`src/rtl/cpu_control_unit_p_if.sv`:
```
// cpu_control_unit_p_if: instruction-fetch and data-memory buses of the control unit.
interface cpu_control_unit_p_if #(
    parameter int DATA_W = 8,
    parameter int PC_W   = 4,
    parameter int AW     = 4
);
    logic                    imem_req;
    logic [PC_W-1:0]         imem_addr;
    logic [4+2*DATA_W-1:0]   imem_data;
    logic                    imem_valid;
    logic                    dmem_req;
    logic                    dmem_we;
    logic [AW-1:0]           dmem_addr;
    logic [DATA_W-1:0]       dmem_wdata;
    logic [DATA_W-1:0]       dmem_rdata;
    logic                    dmem_ready;
    modport master (
        output imem_req, imem_addr, dmem_req, dmem_we, dmem_addr, dmem_wdata,
        input  imem_data, imem_valid, dmem_rdata, dmem_ready
    );
    modport slave (
        input  imem_req, imem_addr, dmem_req, dmem_we, dmem_addr, dmem_wdata,
        output imem_data, imem_valid, dmem_rdata, dmem_ready
    );
endinterface

```
`src/rtl/cpu_control_unit_p.sv`:
```
// cpu_control_unit_p: fetch/decode/execute sequencer with register file, ALU, flags,
// data-memory load/store, jumps and a terminal HALT state.
module cpu_control_unit_p #(
    parameter int DATA_W = 8,
    parameter int NREGS  = 8,
    parameter int PC_W   = 4,
    parameter int AW     = 4
) (
    input  logic                    clk,
    input  logic                    rst,
    cpu_control_unit_p_if.master    bus,
    output logic                    halted,
    output logic [2:0]              cpu_state,
    output logic [PC_W-1:0]         pc_debug,
    output logic [NREGS*DATA_W-1:0] reg_file_out,
    output logic [1:0]              sreg_out
);
    localparam int RW = $clog2(NREGS);
    typedef enum logic [2:0] {S_FETCH = 3'd0, S_DECODE = 3'd1, S_EXEC = 3'd2, S_MEM = 3'd3, S_HALT = 3'd4} state_t;
    state_t                r_state, w_next;
    logic [PC_W-1:0]       r_pc;
    logic [DATA_W-1:0]     r_regs [NREGS];
    logic                  r_z, r_c;
    logic [4+2*DATA_W-1:0] r_ir;
    logic [DATA_W-1:0]     r_opa, r_opb;
    logic                  r_dreq, r_dwe;
    logic [AW-1:0]         r_daddr;
    logic [DATA_W-1:0]     r_dwdata;
    logic [3:0]            w_opc;
    logic [DATA_W-1:0]     w_op1, w_op2;
    logic [RW-1:0]         w_rd, w_rs;
    logic [DATA_W:0]       w_res;
    logic                  w_alu, w_mem, w_unused;
    assign {w_opc, w_op1, w_op2} = r_ir;
    assign w_rd     = w_op1[RW-1:0];
    assign w_rs     = w_op2[RW-1:0];
    assign w_alu    = w_opc >= 4'd2 && w_opc <= 4'd6;
    assign w_mem    = w_opc == 4'd7 || w_opc == 4'd8;
    assign w_unused = &{1'b0, w_op1};
    // Top bit carries ADD carry-out / SUB borrow; logic ops leave it clear.
    assign w_res = w_opc == 4'd2 ? {1'b0, r_opa} + {1'b0, r_opb} :
                   w_opc == 4'd3 ? {1'b0, r_opa} - {1'b0, r_opb} :
                   w_opc == 4'd4 ? {1'b0, r_opa & r_opb} :
                   w_opc == 4'd5 ? {1'b0, r_opa | r_opb} : {1'b0, r_opa ^ r_opb};
    always_ff @(posedge clk or posedge rst) begin
        if (rst) r_state <= S_FETCH;
        else     r_state <= w_next;
    end
    always_comb begin
        w_next = r_state;
        case (r_state)
            S_FETCH:  w_next = bus.imem_valid ? S_DECODE : S_FETCH;
            S_DECODE: w_next = w_opc == 4'd15 ? S_HALT : S_EXEC;
            S_EXEC:   w_next = w_mem ? S_MEM : S_FETCH;
            S_MEM:    w_next = bus.dmem_ready ? S_FETCH : S_MEM;
            default:  w_next = r_state;
        endcase
    end
    always_ff @(posedge clk or posedge rst) begin
        if (rst) begin
            r_pc     <= '0;
            r_z      <= 1'b0;
            r_c      <= 1'b0;
            r_ir     <= '0;
            r_opa    <= '0;
            r_opb    <= '0;
            r_dreq   <= 1'b0;
            r_dwe    <= 1'b0;
            r_daddr  <= '0;
            r_dwdata <= '0;
            for (int i = 0; i < NREGS; i++) r_regs[i] <= '0;
        end else begin
            case (r_state)
                S_FETCH: if (bus.imem_valid) begin
                    r_ir <= bus.imem_data;
                    r_pc <= r_pc + PC_W'(1);
                end
                S_DECODE: begin
                    r_opa <= r_regs[w_rd];
                    r_opb <= r_regs[w_rs];
                end
                S_EXEC: begin
                    if (w_alu) begin
                        r_regs[w_rd] <= w_res[DATA_W-1:0];
                        r_z          <= w_res[DATA_W-1:0] == '0;
                        r_c          <= w_res[DATA_W];
                    end
                    if (w_opc == 4'd1) r_regs[w_rd] <= w_op2;
                    if (w_opc == 4'd9 || (w_opc == 4'd10 && r_z)) r_pc <= w_op1[PC_W-1:0];
                    if (w_mem) begin
                        r_dreq   <= 1'b1;
                        r_dwe    <= w_opc == 4'd8;
                        r_daddr  <= w_op2[AW-1:0];
                        r_dwdata <= r_opa;
                    end
                end
                S_MEM: if (bus.dmem_ready) begin
                    r_dreq <= 1'b0;
                    r_dwe  <= 1'b0;
                    if (!r_dwe) r_regs[w_rd] <= bus.dmem_rdata;
                end
                default: ;
            endcase
        end
    end
    // Fetch request is gated by rst so it drops the moment reset asserts.
    assign bus.imem_req   = r_state == S_FETCH && !rst;
    assign bus.imem_addr  = r_pc;
    assign bus.dmem_req   = r_dreq;
    assign bus.dmem_we    = r_dwe;
    assign bus.dmem_addr  = r_daddr;
    assign bus.dmem_wdata = r_dwdata;
    assign halted         = r_state == S_HALT;
    assign cpu_state      = r_state;
    assign pc_debug       = r_pc;
    assign sreg_out       = {r_c, r_z};
    for (genvar g = 0; g < NREGS; g++) begin : g_rf
        assign reg_file_out[g*DATA_W +: DATA_W] = r_regs[g];
    end
endmodule

```
`src/flat_wrapper.sv`:
```
// flat-port wrapper written by rule: the top's interface ports become plain ports
module cpu_control_unit_p_flat 
#(
    parameter int DATA_W = 8,
    parameter int NREGS  = 8,
    parameter int PC_W   = 4,
    parameter int AW     = 4
)
  (clk, rst, halted, cpu_state, pc_debug, reg_file_out, sreg_out, bus_imem_req, bus_imem_addr, bus_dmem_req, bus_dmem_we, bus_dmem_addr, bus_dmem_wdata, bus_imem_data, bus_imem_valid, bus_dmem_rdata, bus_dmem_ready);
  cpu_control_unit_p_if #(.DATA_W(DATA_W), .PC_W(PC_W), .AW(AW)) bus_i ();
  input  logic clk;
  input  logic rst;
  output logic halted;
  output logic [2:0] cpu_state;
  output logic [PC_W-1:0] pc_debug;
  output logic [NREGS*DATA_W-1:0] reg_file_out;
  output logic [1:0] sreg_out;
  output wire logic [$bits(bus_i.imem_req)-1:0] bus_imem_req;
  output wire logic [$bits(bus_i.imem_addr)-1:0] bus_imem_addr;
  output wire logic [$bits(bus_i.dmem_req)-1:0] bus_dmem_req;
  output wire logic [$bits(bus_i.dmem_we)-1:0] bus_dmem_we;
  output wire logic [$bits(bus_i.dmem_addr)-1:0] bus_dmem_addr;
  output wire logic [$bits(bus_i.dmem_wdata)-1:0] bus_dmem_wdata;
  input wire logic [$bits(bus_i.imem_data)-1:0] bus_imem_data;
  input wire logic [$bits(bus_i.imem_valid)-1:0] bus_imem_valid;
  input wire logic [$bits(bus_i.dmem_rdata)-1:0] bus_dmem_rdata;
  input wire logic [$bits(bus_i.dmem_ready)-1:0] bus_dmem_ready;
  assign bus_imem_req = bus_i.imem_req;
  assign bus_imem_addr = bus_i.imem_addr;
  assign bus_dmem_req = bus_i.dmem_req;
  assign bus_dmem_we = bus_i.dmem_we;
  assign bus_dmem_addr = bus_i.dmem_addr;
  assign bus_dmem_wdata = bus_i.dmem_wdata;
  assign bus_i.imem_data = bus_imem_data;
  assign bus_i.imem_valid = bus_imem_valid;
  assign bus_i.dmem_rdata = bus_dmem_rdata;
  assign bus_i.dmem_ready = bus_dmem_ready;
  cpu_control_unit_p #(.DATA_W(DATA_W), .NREGS(NREGS), .PC_W(PC_W), .AW(AW)) u_core (.clk(clk), .rst(rst), .bus(bus_i), .halted(halted), .cpu_state(cpu_state), .pc_debug(pc_debug), .reg_file_out(reg_file_out), .sreg_out(sreg_out));
endmodule
```
`config.mk`:
```
export PLATFORM = sky130hd
export DESIGN_NAME = cpu_control_unit_p_flat
export DESIGN_NICKNAME = d
export VERILOG_FILES = /design/src/rtl/cpu_control_unit_p_if.sv /design/src/rtl/cpu_control_unit_p.sv /design/src/flat_wrapper.sv
export SDC_FILE = /design/constraint.sdc
export NUM_CORES = 1
export LEC_CHECK = 0
export ABC_AREA = 1
export CAP_MARGIN = 0
export CORE_UTILIZATION = 25
export DETAILED_ROUTE_END_ITERATION = 8
export PLACE_DENSITY_LB_ADDON = 0.15
export SLEW_MARGIN = 10
export SYNTH_ARGS = -nofsm -noshare
export SYNTH_HDL_FRONTEND = slang
export SYNTH_SLANG_ARGS = --single-unit
```
`constraint.sdc`:
```
create_clock -name clk -period 6.1 [get_ports clk]
set_input_delay 1.83 -clock clk [delete_from_list [all_inputs] [get_ports clk]]
set_output_delay 1.83 -clock clk [all_outputs]
set_load 0.02 [all_outputs]
```
==> flow_summary.json <==
{
  "synth_top_flop_cell": "dfrtp_1",
  "synth_seq_cells": 119,
  "layout.nets": 1182,
  "skew_ps": 15.4,
  "crit_path_end_kind": "output port",
  "post-route-util": 0.329,
  "drc": 0,
  "critical_path_arrival_ps": 3140,
  "nFillCells": 3241,
  "hold_violations": 0,
  "first_global_vias": 7359,
  "first_pass_iters": 5,
  "start_util": 0.255,
  "worstMarginPinSlew_ps": 1030,
  "p_per_area_nw_per_um2": 594,
  "synth_top_area_frac": 0.392,
  "seq_area_um2": 2980,
  "grt_first_pass_wirelength_um": 45600,
  "synth.net_count": 1081,
  "post_drt_wl_per_cell_um": 19.9,
  "path_clk_slew_ps": 50,
  "syn_area_um2": 7600,
  "antenna_found_initial": 0,
  "cts_setup_buffers": 0,
  "worst_slew_margin_rel": 0.312,
  "ios": 125,
  "path_max_fanout": 2,
  "worst_hold_path.endpoint": "u_core.bus.dmem_addr[2]",
  "diodes": 0,
  "fin_setup_tns_ps": 0,
  "critPathRequiredTime_ps": 4270,
  "num_vias": 7561,
  "ys_types": 47,
  "syn_avg_cell_area_um2": 7.43,
  "gp_congestion": 0.849,
  "gr-total-overflow": 0,
  "clkSinkCount": 119,
  "multi_input_area_um2": 3890,
  "critPathLaunchType": "input pin",
  "hold_class": "reg -> reg",
  "drive_gt1_frac": 0.0607,
  "viasPerCell": 4.95,
  "async_flop_share": 1.00,
  "track_usage": 0.198,
  "insertion_delay_ps": 430,
  "cts_resized": 0,
  "slew_violations": 0,
  "die_width_um": 176,
  "worstSetupPathType": "in -> out",
  "worst-r2r-setup-slack_ps": 3160,
  "maxCapViolCount": 0,
  "drt_iter0_markers": 499,
  "htreeDepth": 4,
  "rsz0062_at_grt": "false",
  "setup_viol": 0,
  "cts_made_buffers": 17,
  "outcome": "completed",
  "postCtsHoldBufs": 0,
  "period_share": 0.814,
  "dp_hpwl_um": 23000,
  "clockBufferDepth": 2,
  "core_um2": 29800,
  "cts_tree": "yes",
  "die_h_um": 176,
  "yosysWarnings": 0,
  "cts_root_buf": "clkbuf_16",
  "synth_edf_count": 0,
  "fp-row-count": 63,
  "grt_start_max_net_pins": 77,
  "fmax_mhz": 201,
  "hold_path_depth": 2,
  "synth_area_leaders": "dfrtp_1 39%, nand2_1 8.4%, o21ai_0 7.0%, inv_1 6.6%, a21oi_1 6.1%",
  "antenna_left": 0,
  "synth_largest_area_cell": "dfrtp_1",
  "ys_seq_area_frac": 0.392,
  "regToRegStartpoint": "u_core.cpu_state[2]",
  "syn_to_final_growth_pct": 28.9,
  "routed_wl_um": 30300,
  "r2r_cells": 10,
  "power.leakage_nw": 4.32,
  "ir_drop_uv": 231,
  "worstHoldStart": "u_core.bus.dmem_addr[2]",
  "period_minus_slack_ps": 4970,
  "postSynthCellCount": 1022,
  "io_buffers": 120,
  "die_area_um2": 31100
}
report_power, final:
part	switching, W	internal (W)
Combinational	0.00203	0.00112
Clock	0.000409	0.000740
Sequential	0.000405	0.00111
Total	0.00284	0.00298
worst max-delay path by stage:
stage	start	to	slack [ps]	cells after the start
4_1_cts	rst	bus_imem_req	1120	3
3_5_place_dp	rst	bus_imem_req	1120	3
3_3_place_gp	rst	bus_imem_req	1170	3
6_report	rst	bus_imem_req	1130	3
2_1_floorplan	rst	async pin	1110	1
5_1_grt	rst	bus_imem_req	1120	3
kinds of logic after synthesis:
| logic type | synth area share |
|---|---|
| fa+ha+maj | 0.0464 |
| buf+inv | 0.0972 |
| mux | 0.00445 |
| simple gates | 0.212 |
| flops | 0.392 |
| compound gates | 0.242 |
| xor+xnor | 0.00576 |
layout by cell type, fill, tap and decap left out, types with 4 or more instances in the layout:
cell             netlist  routed
ha_1                  25      25
o21a_1                26      26
nor4_1                 7       7
clkdlybuf4s50_1        0     120
nand2_1              171     171
nor2_4                 4       4
dfrtp_1              119     119
o21bai_1               7       7
inv_1                134     133
o22ai_1               12      12
o21ai_0              107     107
a221oi_1               8       8
a22oi_1               16      16
buf_4                  8       7
nor3_1                10       9
nor2_1                98      98
nor2_2                 6       6
o211ai_1              10      10
nand2_2                5       5
nand3_1               68      68
bufinv_16              0       5
a31oi_1                7       7
clkbuf_16              0      17
a2bb2oi_1              6       6
a21oi_1               93      93
a32oi_1                5       5
synth_stat cells (8+ instances only):
cell and number:
o211ai_1 10, a21oi_1 93, nand2_1 171, nor3_1 10
dfrtp_1 119, o22ai_1 12, nand3_1 68, nor2_1 98
buf_2 8, o21ai_0 107, a22oi_1 16, o21a_1 26
inv_1 134, clkbuf_1 27, buf_4 8, a221oi_1 8
ha_1 25
stage by stage:
| stage | power [W] | area [um^2] | setup WS [ps] | hold slack (ps) | std cells |
|---|---|---|---|---|---|
| 2_1_floorplan | 0.00332 | 7600 | 1110 | 480 | 1022 |
| 3_3_place_gp | 0.00466 | 9130 | 1170 | 470 | 1494 |
| 3_5_place_dp | 0.00467 | 9130 | 1120 | 474 | 1494 |
| 4_1_cts | 0.00583 | 9790 | 1120 | 489 | 1526 |
| 5_1_grt | 0.00621 | 9790 | 1120 | 500 | 1526 |
| 6_report | 0.00582 | 9790 | 1130 | 486 | 1526 |
per-layer routing:
layer	routed length, um	global-route usage
met1	13900	0.266
met2	14200	0.321
met3	1390	0.0299
met4	838	0.0697
met5	0	0
final cells by class:
cell class / instances / area share
clock inverter: 14 / 0.0226
inverter: 139 / 0.0535
clock buffer: 18 / 0.0449
sequential: 119 / 0.304
tap: 390 / 0.0498
multi-input combinational: 719 / 0.397
timing repair buffer: 127 / 0.128
critical path, stage by stage:
cell and delay [ps]:
clkdlybuf4s50_1 460, nor3_1 200, clkdlybuf4s50_1 640
No activity file was read; power rests on OpenSTA's default activity.
